$ cat src/rtl/rng_range.sv
// Maps 32-bit random words to uniform integers in [0, RANGE) using Lemire's multiply-and-reject method; optional macro RNG_RANGE_STATS_EN.
// Latency: the sampling edge plus two more (WAIT -> MUL -> CHK push), so out_valid rises after the third edge.
// Backpressure: a new word is fetched only in WAIT with FIFO space; with the FIFO full rng_valid is left pending.
module rng_range #(
    parameter int unsigned RANGE = 6,
    parameter int unsigned DEPTH = 4
) (
    input  logic        clk,
    input  logic        rst,
    input  logic        rng_valid,
    input  logic [31:0] rng_data,
    output logic        rng_start,
    output logic        out_valid,
    input  logic        out_ready,
    output logic [31:0] out_data,
    output logic [15:0] reject_cnt
);
    localparam int AW = $clog2(DEPTH);
    localparam logic [63:0] RANGE64 = 64'(RANGE);
    localparam logic [31:0] T = (RANGE == 0) ? 32'd0 : 32'(64'h1_0000_0000 % RANGE64);
    localparam logic [AW:0] FULL = (AW + 1)'(DEPTH);

    if (RANGE == 0) begin : g_range_chk
        $error("rng_range: RANGE must be nonzero");
    end
    if (DEPTH < 2 || DEPTH > 16 || (DEPTH & (DEPTH - 1)) != 0) begin : g_depth_chk
        $error("rng_range: DEPTH must be a power of two in 2..16");
    end

    typedef enum logic [1:0] {WAIT, MUL, CHK} state_t;

    state_t        state_q, state_d;
    logic [31:0]   word_q, word_d;
    logic [63:0]   prod_q, prod_d;
    logic [31:0]   mem_q [DEPTH];
    logic [AW-1:0] wptr_q, rptr_q;
    logic [AW:0]   cnt_q;
    logic          accept, reject, push, pop;

    always_comb begin
        state_d   = state_q;
        word_d    = word_q;
        prod_d    = prod_q;
        rng_start = 1'b0;
        case (state_q)
            WAIT: begin
                if (!rst && rng_valid && cnt_q < FULL) begin
                    rng_start = 1'b1;
                    word_d    = rng_data;
                    state_d   = MUL;
                end
            end
            MUL: begin
                prod_d  = {32'd0, word_q} * RANGE64;
                state_d = CHK;
            end
            CHK:     state_d = WAIT;
            default: state_d = WAIT;
        endcase
    end

    // Fraction part below T falls in the biased zone and is thrown away.
    assign accept    = (state_q == CHK) && (prod_q[31:0] >= T);
    assign reject    = (state_q == CHK) && (prod_q[31:0] < T);
    assign push      = accept;
    assign out_valid = (cnt_q != '0);
    assign pop       = out_valid && out_ready;
    assign out_data  = out_valid ? mem_q[rptr_q] : 32'd0;

    always_ff @(posedge clk) begin
        if (rst) begin
            state_q <= WAIT;
            word_q  <= '0;
            prod_q  <= '0;
            wptr_q  <= '0;
            rptr_q  <= '0;
            cnt_q   <= '0;
        end else begin
            state_q <= state_d;
            word_q  <= word_d;
            prod_q  <= prod_d;
            if (push) wptr_q <= wptr_q + 1'b1;
            if (pop)  rptr_q <= rptr_q + 1'b1;
            case ({push, pop})
                2'b10:   cnt_q <= cnt_q + 1'b1;
                2'b01:   cnt_q <= cnt_q - 1'b1;
                default: cnt_q <= cnt_q;
            endcase
        end
    end

    always_ff @(posedge clk) begin
        if (push) mem_q[wptr_q] <= prod_q[63:32];
    end

`ifdef RNG_RANGE_STATS_EN
    logic [15:0] rej_q, rej_d;

    always_comb begin
        rej_d = rej_q;
        if (reject && rej_q != 16'hFFFF) rej_d = rej_q + 16'd1;
    end

    always_ff @(posedge clk) begin
        if (rst) rej_q <= '0;
        else     rej_q <= rej_d;
    end

    assign reject_cnt = rej_q;
`else
    assign reject_cnt = 16'd0;
`endif
endmodule

$ cat config.mk
export PLATFORM = sky130hd
export DESIGN_NAME = rng_range
export DESIGN_NICKNAME = d
export VERILOG_FILES = /design/src/rtl/rng_range.sv
export SDC_FILE = /design/constraint.sdc
export NUM_CORES = 1
export LEC_CHECK = 0
export ABC_AREA = 1
export CAP_MARGIN = 5
export CORE_UTILIZATION = 35
export DETAILED_ROUTE_END_ITERATION = 12
export HOLD_SLACK_MARGIN = 0.06
export PLACE_DENSITY = 0.58
export SLEW_MARGIN = 20
export SYNTH_ARGS = -nofsm -noshare
export SYNTH_HDL_FRONTEND = slang
export SYNTH_SLANG_ARGS = --single-unit
$ cat constraint.sdc
create_clock -name clk -period 2.2 [get_ports clk]
set_input_delay 0.44 -clock clk [delete_from_list [all_inputs] [get_ports clk]]
set_output_delay 0.44 -clock clk [all_outputs]
set_load 0.005 [all_outputs]
==> results_dict.tcl <==
set metrics [dict create \
    outcome "finished, final reports clean" \
    synthCells 974 \
    syn_to_final_growth_pct 14.4 \
    wirelength_um 13400 \
    avgSynthCellArea_um2 6.33 \
    rsz0062_at_grt "true" \
    r2r-start "prod_q[5]$_SDFFE_PP0N_" \
    grt_max_degree 65 \
    row_count 48 \
    final_core_util_pct 40.9 \
    finalHoldViolCount 0 \
    placed_area_um2 6650 \
    cts_tree "built" \
    finalSetupTns_ps 0 \
    grt.overflow.total 0 \
    synthDistinctLibCells 32 \
    startpoint_type "flip-flop" \
    fin_skew_ps 12.9 \
    grt_first_pass_wirelength_um 22900 \
    route.detailed.drc 0 \
    min_from "rptr_q[1]$_SDFFE_PP0P_" \
    yosysSeqAreaShare_pct 30.5 \
    die_y_um 135 \
    root_buffer "clkbuf_16" \
    r2r_cells 14 \
    setup_viol 0 \
    start_util_pct 35.8 \
    r2r_end "cnt_q[2]$_SDFFE_PP0P_" \
    numPortBuffers 40 \
    die_w_um 135 \
    synth_area_leader_cell "dfxtp_1" \
    yosysWarnings 0 \
    synth_top_cell_area_share_pct 24.7 \
    post-route-period-util_pct 98.3 \
    io-pin-count 86 \
    drt_first_pass_iters 4 \
    maxCapViolCount 0 \
    clkSlewWorstSetupHoldPaths_ps 70 \
    drv_slew 0 \
    design.die.area_um2 18100 \
    antenna_cells 0 \
    clock_latency_ps 360 \
    cts_buffers 9 \
    critPathMaxFanout 3 \
    dp_hpwl_um 10100 \
    irDropWorstVdd_mv 0.417 \
    fmax_ghz 0.462 \
    cp.required_ps 2500 \
    hp-class "flip-flop to flip-flop" \
    worst_pin_slew_ps 567 \
    vias_per_cell 4.29 \
    synth_area_leaders "dfxtp_1 25%, nand2_1 18%, inv_1 9.7%" \
    core_area_um2 17200 \
    period_minus_slack_ps 2160 \
    via_count 5347 \
    antenna_found_initial 0 \
    drtAntennaViolNets 0 \
    critPathKind "flip-flop to flip-flop" \
    hold_depth 2 \
    finalNetCount 1091 \
    cts.sinks 88 \
    synth-seq-cells 88 \
    fillerInstances 1844 \
    gp_congestion 0.845 \
    end_kind "flip-flop" \
    cts_hold_buf 0 \
    rrSetupSlack_ps 40 \
    syn_area_um2 6160 \
    slew_headroom_pct 62.2 \
    powerDensity_nw_per_um2 740 \
    power.leakage_nw 3.66 \
    cts_max_level 3 \
    grt_pass1_vias 4859 \
    layout-drive-gt1-share_pct 6.67 \
    arrival_ps 2460 \
    holdWs_ps 460 \
    wire_per_inst_um 10.8 \
    postLayoutCellArea_um2 7050 \
    first_iter_violations 260 \
    clockBufferDepth 2 \
    grt_usage_pct 16.0 \
]
==> timing repair <==
item / 4_1_cts / 5_1_grt
pin swaps: 1 / 11
gates resized for setup: 2 / 17
setup buffers: 0 / 2
setup endpoints to repair: 2 / 9
==> logic make-up after synthesis <==
kind of cell / Yosys count / synth area share [%]
AO/OA/AOI/OAI: 110 / 9.21
XOR/XNOR: 14 / 1.99
adder cells (fa/ha/maj): 40 / 8.36
buffers and inverters: 226 / 17.0
flip-flops: 88 / 30.5
other: 1 / 0.0608
AND/OR/NAND/NOR: 495 / 32.8
==> critical path: stages, from the launching register on <==
cell and delay [ps]:
dfxtp_2 320, nor2_1 100, nand2_1 70, nor3_2 180, nand2_1 100, nor2_2 120
nor3_2 60, inv_1 120, ha_4 150, inv_4 40, fa_2 360, a21oi_2 140
o21ai_2 70, a21oi_1 140, o21a_1 130
==> Yosys cell counts <==
| library cell | number |
|---|---|
| xor2_1 | 10 |
| nor2_2 | 6 |
| a21oi_1 | 41 |
| buf_2 | 7 |
| nand3_1 | 43 |
| buf_4 | 50 |
| nand4_1 | 3 |
| nor2_1 | 125 |
| fa_1 | 2 |
| nor3_1 | 6 |
| edfxtp_1 | 12 |
| and2_1 | 2 |
| buf_1 | 2 |
| dlygate4sd1_1 | 1 |
| o21ai_0 | 59 |
| nor2_4 | 1 |
| inv_1 | 159 |
| conb_1 | 1 |
| inv_2 | 2 |
| o21ai_1 | 3 |
| nand2_1 | 291 |
| clkbuf_1 | 5 |
| o31ai_1 | 3 |
| o21bai_1 | 3 |
| ha_1 | 38 |
| nand3_2 | 3 |
| nand2_2 | 11 |
| nand3b_1 | 1 |
| dfxtp_1 | 76 |
| xnor2_1 | 4 |
| nor3_2 | 3 |
| o21a_1 | 1 |
==> report_power, final <==
group | total [mW] | leakage (nW) | internal [mW] | switching, mW
clock network | 1.76 | 0.163 | 1.03 | 0.729
logic | 1.50 | 2.76 | 0.622 | 0.878
registers | 1.96 | 0.736 | 1.82 | 0.140
==> worst max-delay path by stage <==
| stage | slack, ps | from | to | cells past startpoint |
|---|---|---|---|---|
| floorplan | 210 | prod_q[4]$_SDFFE_PP0N_ | cnt_q[2]$_SDFFE_PP0P_ | 14 |
| global placement | -170 | rst | rng_start | 5 |
| detailed placement | -170 | rst | rng_start | 5 |
| CTS | 30 | rst | rng_start | 5 |
| global route | -130 | prod_q[5]$_SDFFE_PP0N_ | cnt_q[2]$_SDFFE_PP0P_ | 14 |
| finish | 40 | prod_q[5]$_SDFFE_PP0N_ | cnt_q[2]$_SDFFE_PP0P_ | 14 |
==> routing by layer <==
layer / GRT usage [%] / part of all wire (%)
met3: 2.97 / 3.2
met1: 21.4 / 51
met4: 6.12 / 2.2
met2: 25.6 / 43
met5: 0 / 0
==> per-stage QoR <==
stage	std cells	worst slack, ps	power [mW]
2_1_floorplan	1018	213	3.03
4_1_cts	1243	28.3	5.24
3_3_place_gp	1227	-173	3.43
3_5_place_dp	1227	-166	3.44
5_1_grt	1245	-130	5.60
6_report	1245	37.4	5.22
==> sequential cells by signal, summed over array words and instances, names as in the netlist, named ones only <==
name     cells
cnt_q        3
prod_q      33
mem_q       12
wptr_q       2
state_q      2
rptr_q       2
word_q      32
==> cells in the final DEF (no fill, tap or decap), types with 3 or more instances in the layout <==
master and n:
a21oi_1 39, buf_4 10, clkbuf_16 9, clkdlybuf4s50_1 39, conb_1 45, dfxtp_1 73, dfxtp_2 3, edfxtp_1 12
ha_1 36, inv_1 158, inv_6 3, nand2_1 290, nand2_2 12, nand3_1 42, nand3_2 4, nand4_1 3
nor2_1 124, nor2_2 7, nor3_1 4, nor3_2 4, o21ai_0 58, o21ai_1 3, o21bai_1 3, o31ai_1 3
xnor2_1 4, xor2_1 10
==> cell type report <==
| cell class | count | area [um2] | share of cell area (%) |
|---|---|---|---|
| Inverter | 161 | 607 | 8.61 |
| Tap cell | 225 | 282 | 3.99 |
| Clock inverter | 6 | 97.6 | 1.38 |
| Sequential cell | 88 | 1890 | 26.7 |
| Timing Repair Buffer | 51 | 494 | 7.01 |
| Clock buffer | 10 | 233 | 3.30 |
| Multi-Input combinational cell | 704 | 3450 | 49.0 |
(Power assumes the default switching activity.)
